--- config.mk ---
export PLATFORM = sky130hd
export DESIGN_NAME = serial_adder_ctrl_flat
export DESIGN_NICKNAME = d
export VERILOG_FILES = /design/src/rtl/serial_adder_ctrl_if.sv /design/src/rtl/serial_adder_ctrl.sv /design/src/flat_wrapper.sv
export SDC_FILE = /design/constraint.sdc
export NUM_CORES = 1
export LEC_CHECK = 0
export CORE_MARGIN = 8
export CORE_UTILIZATION = 39
export DETAILED_ROUTE_END_ITERATION = 7
export SLEW_MARGIN = 20
export SYNTH_ARGS = -nofsm -noshare
export SYNTH_HDL_FRONTEND = slang
export SYNTH_SLANG_ARGS = --single-unit
--- constraint.sdc ---
create_clock -name clk -period 1.4 [get_ports clk]
set_input_delay 0.14 -clock clk [delete_from_list [all_inputs] [get_ports clk]]
set_output_delay 0.14 -clock clk [all_outputs]
set_load 0.1 [all_outputs]
--- src/rtl/serial_adder_ctrl_if.sv ---
// Handshake and operand/result bundle for the bit-serial adder.
//   master: issues start with operands a/b/cin, observes busy/done/sum/cout
//   slave : the adder controller itself
interface serial_adder_ctrl_if #(
  parameter int unsigned N = 4
);
  logic         start;
  logic [N-1:0] a;
  logic [N-1:0] b;
  logic         cin;
  logic         busy;
  logic         done;
  logic [N-1:0] sum;
  logic         cout;

  modport master (
    output start, a, b, cin,
    input  busy, done, sum, cout
  );

  modport slave (
    input  start, a, b, cin,
    output busy, done, sum, cout
  );
endinterface

--- src/rtl/serial_adder_ctrl.sv ---
// Bit-serial N-bit adder controller: captures a/b/cin on an accepted start,
// then pushes one bit pair per clock (LSB first) through a one-bit full-adder
// cell, feeding the registered carry back in. Result appears with a one-cycle
// done pulse N edges after the accepting edge.
// Ports:
//   clk  - rising-edge clock
//   rst  - synchronous reset, active-high
//   bus  - slave side of serial_adder_ctrl_if (start/a/b/cin in,
//          busy/done/sum/cout out, all outputs registered)
module serial_adder_ctrl #(
  parameter int unsigned N = 4
) (
  input  logic                clk,
  input  logic                rst,
  serial_adder_ctrl_if.slave  bus
);

  localparam int unsigned CW = (N > 1) ? $clog2(N) : 1;

  typedef enum logic [1:0] {
    IDLE  = 2'd0,
    SHIFT = 2'd1,
    DONE  = 2'd2
  } state_t;

  state_t         state;
  logic [N-1:0]   a_sr;
  logic [N-1:0]   b_sr;
  logic           c;
  logic [CW-1:0]  cnt;
  // Only the upper N-1 bits of the partial-sum shifter are ever observed;
  // bit 0 is shifted out before the result is taken.
  logic [N-2:0]   acc_hi;
  logic           busy_q;
  logic           done_q;
  logic [N-1:0]   sum_q;
  logic           cout_q;

  logic           s_c;
  logic           co_c;
  logic [N-1:0]   acc_next_c;

  // Combinational full-adder cell on the current LSB pair.
  assign s_c        = a_sr[0] ^ b_sr[0] ^ c;
  assign co_c       = (a_sr[0] & b_sr[0]) | (a_sr[0] & c) | (b_sr[0] & c);
  assign acc_next_c = {s_c, acc_hi};

  assign bus.busy = busy_q;
  assign bus.done = done_q;
  assign bus.sum  = sum_q;
  assign bus.cout = cout_q;

  // Controller FSM with datapath and registered outputs.
  always_ff @(posedge clk) begin
    if (rst) begin
      state  <= IDLE;
      a_sr   <= '0;
      b_sr   <= '0;
      c      <= 1'b0;
      cnt    <= '0;
      acc_hi <= '0;
      busy_q <= 1'b0;
      done_q <= 1'b0;
      sum_q  <= '0;
      cout_q <= 1'b0;
    end else begin
      case (state)
        IDLE: begin
          if (bus.start) begin
            a_sr   <= bus.a;
            b_sr   <= bus.b;
            c      <= bus.cin;
            cnt    <= '0;
            acc_hi <= '0;
            busy_q <= 1'b1;
            state  <= SHIFT;
          end
        end
        SHIFT: begin
          c      <= co_c;
          a_sr   <= a_sr >> 1;
          b_sr   <= b_sr >> 1;
          acc_hi <= acc_next_c[N-1:1];
          cnt    <= cnt + CW'(1);
          if (cnt == CW'(N - 1)) begin
            sum_q  <= acc_next_c;
            cout_q <= co_c;
            busy_q <= 1'b0;
            done_q <= 1'b1;
            state  <= DONE;
          end
        end
        DONE: begin
          done_q <= 1'b0;
          state  <= IDLE;
        end
        default: begin
          busy_q <= 1'b0;
          done_q <= 1'b0;
          state  <= IDLE;
        end
      endcase
    end
  end

endmodule

--- src/flat_wrapper.sv ---
// flat-port wrapper written by rule: the top's interface ports become plain ports
module serial_adder_ctrl_flat 
#(
  parameter int unsigned N = 4
)
  (clk, rst, bus_start, bus_a, bus_b, bus_cin, bus_busy, bus_done, bus_sum, bus_cout);
  serial_adder_ctrl_if #(.N(N)) bus_i ();
  input  logic clk;
  input  logic rst;
  input wire logic [$bits(bus_i.start)-1:0] bus_start;
  input wire logic [$bits(bus_i.a)-1:0] bus_a;
  input wire logic [$bits(bus_i.b)-1:0] bus_b;
  input wire logic [$bits(bus_i.cin)-1:0] bus_cin;
  output wire logic [$bits(bus_i.busy)-1:0] bus_busy;
  output wire logic [$bits(bus_i.done)-1:0] bus_done;
  output wire logic [$bits(bus_i.sum)-1:0] bus_sum;
  output wire logic [$bits(bus_i.cout)-1:0] bus_cout;
  assign bus_i.start = bus_start;
  assign bus_i.a = bus_a;
  assign bus_i.b = bus_b;
  assign bus_i.cin = bus_cin;
  assign bus_busy = bus_i.busy;
  assign bus_done = bus_i.done;
  assign bus_sum = bus_i.sum;
  assign bus_cout = bus_i.cout;
  serial_adder_ctrl #(.N(N)) u_core (.clk(clk), .rst(rst), .bus(bus_i));
endmodule
=== Yosys cells after proc, flatten, opt, wreduce, memory -nomap -nowiden ===
Cells that the tools add are included.

* Register bits: 23
* Output and inout port bits: 7
* Logic and storage cells: 50
* Input port bits: 12

* Equality and inequality tests: 5
* Reductions and logical operators: 7
* Multiplexer cells: 18
* Bitwise logic cells: 9
* Add/subtract/negate cells: 1

{| class="wikitable"
|+ Operator list
! operator !! count
|-
| one-hot mux 4 bit (2 select lines) || 2
|-
| 2-to-1 mux 4 bit || 2
|-
| one-hot mux 2 bit (2 select lines) || 2
|-
| AND reduction 2 bit || 4
|-
| 2-to-1 mux 2 bit || 3
|-
| one-hot mux 3 bit (2 select lines) || 1
|-
| equality test 2 bit, second input constant || 2
|-
| 2-to-1 mux 1 bit || 4
|-
| one-hot mux 1 bit (2 select lines) || 2
|-
| AND 1 bit || 3
|-
| 2-to-1 mux 3 bit || 1
|-
| one-hot mux 1 bit (3 select lines) || 1
|-
| AND reduction 3 bit || 1
|-
| adder 2 x 1 -> 2 bit, second input constant || 1
|-
| equality test 2 x 1 -> 1 bit, second input constant || 1
|-
| logical NOT 2 bit || 1
|-
| != test 2 x 1 -> 1 bit, second input constant || 1
|-
| != test 2 bit, second input constant || 1
|-
| inverter 1 bit || 2
|-
| OR 1 bit || 2
|-
| nonzero test 2 bit || 1
|-
| XOR 1 bit || 2
|}

=== Depth between registers and ports, before layout ===
* Depth after elaboration: 4
* Depth in mapped cells: 5
* Mapped depth without buffers: 4

=== Worst setup path before layout ===
Ideal clock, no wire load.

* Path type: reg-to-reg
* Start point: reg u_core.bus.busy (netlist name)
* End point: reg u_core.busy_q (netlist: u_core.bus.busy)
* Required time: 1.313 ns
* Setup time: 0.087 ns
* Path slack: -0.088 ns
* Arrival: 1.401 ns
* Path buffers: 0
* Cell stages (with the launch flop): 3
* Clock period less this slack: 1.488 ns
* Path through: dfxtp_1 > or3b_1 > o31ai_1

{| class="wikitable"
|+ RTL lines
! what !! line !! text
|-
| end signal: assignment || serial_adder_ctrl.sv:62 || <nowiki>busy_q <= 1'b0;</nowiki>
|-
| end signal: assignment || serial_adder_ctrl.sv:75 || <nowiki>busy_q <= 1'b1;</nowiki>
|-
| end signal: assignment || serial_adder_ctrl.sv:88 || <nowiki>busy_q <= 1'b0;</nowiki>
|-
| end: declaration || serial_adder_ctrl.sv:34 || <nowiki>logic busy_q;</nowiki>
|}

=== Worst setup path after layout ===
* Start point: reg u_core.state[0]
* End point: reg u_core.b_sr[1]

* Longest elaborated chain between the ends: 3
* Elaborated cells on any way between the ends: 6
* Classes of those cells: eq/ne (2); mux (1); reduce/logical (3)

{| class="wikitable"
|+ Ends and longest elaborated chain
! what !! line !! text
|-
| start: declaration || serial_adder_ctrl.sv:26 || <nowiki>state_t state;</nowiki>
|-
| start signal: assignment || serial_adder_ctrl.sv:56 || <nowiki>state <= IDLE;</nowiki>
|-
| start signal: assignment || serial_adder_ctrl.sv:76 || <nowiki>state <= SHIFT;</nowiki>
|-
| start signal: assignment || serial_adder_ctrl.sv:90 || <nowiki>state <= DONE;</nowiki>
|-
| equality test 2 x 1 -> 1 bit or logical NOT 2 bit (tied branches) || serial_adder_ctrl.sv:67 || <nowiki>case (state)</nowiki>
|-
| nonzero test 2 bit (no source line) or != test 2 bit (tied branches) || - ||
|-
| AND reduction 2 bit (no source line) || - ||
|-
| end signal: assignment || serial_adder_ctrl.sv:71 || <nowiki>b_sr <= bus.b;</nowiki>
|-
| end signal: assignment || serial_adder_ctrl.sv:82 || <nowiki>b_sr <= b_sr >> 1;</nowiki>
|-
| end: declaration || serial_adder_ctrl.sv:28 || <nowiki>logic [N-1:0] b_sr;</nowiki>
|}

Several ways; a longest one is shown, not always the timed one.
A chain may end at the register's enable or synchronous reset.

==> results by group <==
Global route
  – GRT Residual Overflow: 0
  – Global-route wire length before repair: 3601 um
  – GRT Util Overall: 10.06%
  – Vias in the first global route: 806
  – Largest net degree at the start of global routing: 17
  – Initial antenna violation count: 0

Synthesis
  – Sequential cell area fraction in the yosys report: 44.18%
  – Synthesized area: 1042 um^2
  – Synth area leaders: dfxtp_1, nor2_1, a211oi_2
  – Synth Register Bits: 23
  – Synth top area share: 44.18%
  – Mapped Cells: 104
  – Yosys cell types: 29
  – Yosys warnings: 0
  – Yosys top cell by area: dfxtp_1
  – Synthesized area per cell: 10.02 um^2
  – Mapped Nets: 118

Timing
  – Crit path time final: 1225 ps
  – Max-slew violations: 0
  – Max_slew headroom: 78.16%
  – Final Hold Fails: 0
  – Final critical-path share of the clock period: 87.52%
  – FMAX: 0.8161 GHz
  – Clk_skew: 4.370 ps
  – Final setup fails: 0
  – Post-route setup slack: 174.7 ps
  – Worst Tran Pin Value: 323.0 ps
  – RSZ-0062 raised after global routing: no

Floorplanning
  – Initial Utilization: 41.69%
  – Die height: 67.70 um
  – Die W: 67.70 um
  – Ports: 19
  – Die area: 4583 um^2
  – Row count: 18
  – Core area: 2500 um^2

Power and ir drop
  – NetSw: 367.7 uW
  – Leak: 0.5390 nW
  – Total power: 1.297 mW
  – Switching Share: 28.36%
  – Peak supply drop: 739.3 uV
  – Comb pwr share: 20.2%
  – Pwr per Cell Area: 933.5 nW/um^2
  – Seq pwr share: 55.6%
  – Clock power frac: 24.2%
  – Internal power: 928.8 uW

Critical path
  – Worst Path Required: 1650 ps
  – Crit Path Class: reg -> reg
  – FF-to-FF Start: u_core.state[0]
  – Worst r2r path cells: 3
  – Worst reg2reg path endpoint: u_core.b_sr[1]
  – Crit end category: register
  – Crit path arrival time: 1470 ps
  – CP Launch Type: register
  – Crit Path Max Fanout: 11
  – Worst reg2reg setup slack: 170 ps

Routing
  – Vias: 808
  – DRT Pass-1 Iters: 4
  – Total routed wirelength: 2078 um
  – DRC: 0
  – Post-DR vias/cell: 5.082
  – Routed len/inst: 13.07 um
  – 1st-iter DRT viols: 45
  – Routed Antenna Nets: 0

Clocking
  – CTS Hold Bufs: 0
  – Clock Latency Late Sink: 310 ps
  – CTS tree: yes
  – Clock sinks: 23
  – Clock Path Buffers: 2
  – Post-cts resize count: 0
  – H-tree levels: 1
  – CTS Buf Count: 3
  – Clock Root Buffer: clkbuf_4
  – Clock-pin transition on the worst setup and hold timing paths: 130 ps
  – Post-CTS Setup Repair Bufs: 0

Layout
  – Layout area overhead: 33.25%
  – Most frequent cells in the layout: dfxtp_1, nor2_1, clkdlybuf4s50_1, a21oi_1, buf_4
  – Share of layout cells above drive strength 1: 28.68%
  – # diodes: 0
  – Final nets: 144
  – Fillers: 218
  – Commonest non-fill, non-tap cell in the layout: dfxtp_1

Status
  – Run status: completed

Hold path
  – WHS Endpoint: u_core.bus.sum[0]
  – Hold Crit Start: u_core.acc_hi[0]
  – Hold crit path type: reg -> reg
  – Worst hold stages: 2

Place
  – IO buf count: 18
  – GPL Wtd Cong: 0.7043
  – Dpl ws: -4.434 ps
  – Post-detail-place hpwl: 1580 um

Flow run
  – Max-cap violations: 0
## metrics by stage
step                std cells  setup TNS (ps)  hold WS [ps]  utilization [%]  cell area (um^2)
floorplan                 104               0         211.0                -              1044
global placement          155               0         457.0            54.45              1361
detailed placement        155          -4.434         468.6            54.45              1361
CTS                       159               0         479.4            55.56              1389
global route              159               0         484.4            55.56              1389
finish                    159               0         478.5            55.56              1389
## cell usage after synthesis (all sizes together)
cell type  count
o31ai          1
a32oi          2
nand2b         1
nor2b          2
or3b           1
clkbuf         1
buf            6
nor4           3
o21bai         1
a22oi          4
ha             1
o21ba          1
fa             1
dfxtp         23
a211oi         4
nor2          18
nand2          7
inv            2
nand3          5
mux2i          5
nor3           1
nor3b          1
a21oi          9
nand3b         1
nor4b          3
## critical path, stage by stage, from the launching register on
cell,delay (ps)
dfxtp_1,490
o21ba_2,380
nor2_1,90
a211oi_2,190
## worst max path at each step
stage	start	to	slack [ps]	cells past startpoint
global placement	bus_start	u_core.b_sr[1]	40	4
floorplan	u_core.bus.done	u_core.bus.done	150	2
detailed placement	bus_start	u_core.b_sr[1]	-4	4
global route	u_core.c	u_core.bus.sum[3]	90	3
CTS	u_core.state[0]	u_core.b_sr[1]	160	3
finish	u_core.state[0]	u_core.b_sr[1]	170	3
## registers in the layout, indices dropped and copies added, names as in the netlist, 2 cells and up
| name | flops |
|---|---|
| u_core.bus.sum | 4 |
| u_core.a_sr | 4 |
| u_core.state | 2 |
| u_core.cnt | 2 |
| u_core.acc_hi | 3 |
| u_core.b_sr | 4 |
## routing by layer
| metal | wire, um | vias to the layer above | track usage [%] |
|---|---|---|---|
| met5 | 0 | - | 0 |
| met4 | 40 | 0 | 4.700 |
| met3 | 120 | 5 | 2.980 |
| li1 | - | 418 | - |
| met2 | 916 | 16 | 15.38 |
| met1 | 1001 | 369 | 12.65 |
## power by group through the flow
stage / clock network (mW) / registers, mW / logic [mW]
6_report: 0.314 / 0.721 / 0.262
5_1_grt: 0.353 / 0.728 / 0.284
4_1_cts: 0.323 / 0.722 / 0.266
3_5_place_dp: 0 / 0.736 / 0.265
3_3_place_gp: 0 / 0.736 / 0.261
2_1_floorplan: 0 / 0.757 / 0.149
## layout make-up
type / count / area, um^2 / area share (%)
multi-input cells: 72 / 516.7 / 37.21
repair buffers: 28 / 337.8 / 24.32
clock buffers: 3 / 22.52 / 1.622
flip-flops and latches: 23 / 461.7 / 33.24
inverters: 2 / 7.507 / 0.5405
well taps: 30 / 37.54 / 2.703
clock inverters: 1 / 5.005 / 0.3604
## logic make-up after synthesis
logic type / after synthesis / synth area share [%]
buffers and inverters: 9 / 6.241
flip-flops: 23 / 44.18
AO/OA/AOI/OAI: 22 / 16.45
adder cells (fa/ha/maj): 2 / 3.121
multiplexers: 5 / 4.802
AND/OR/NAND/NOR: 43 / 25.21
No activity file was read; power rests on OpenSTA's default activity.
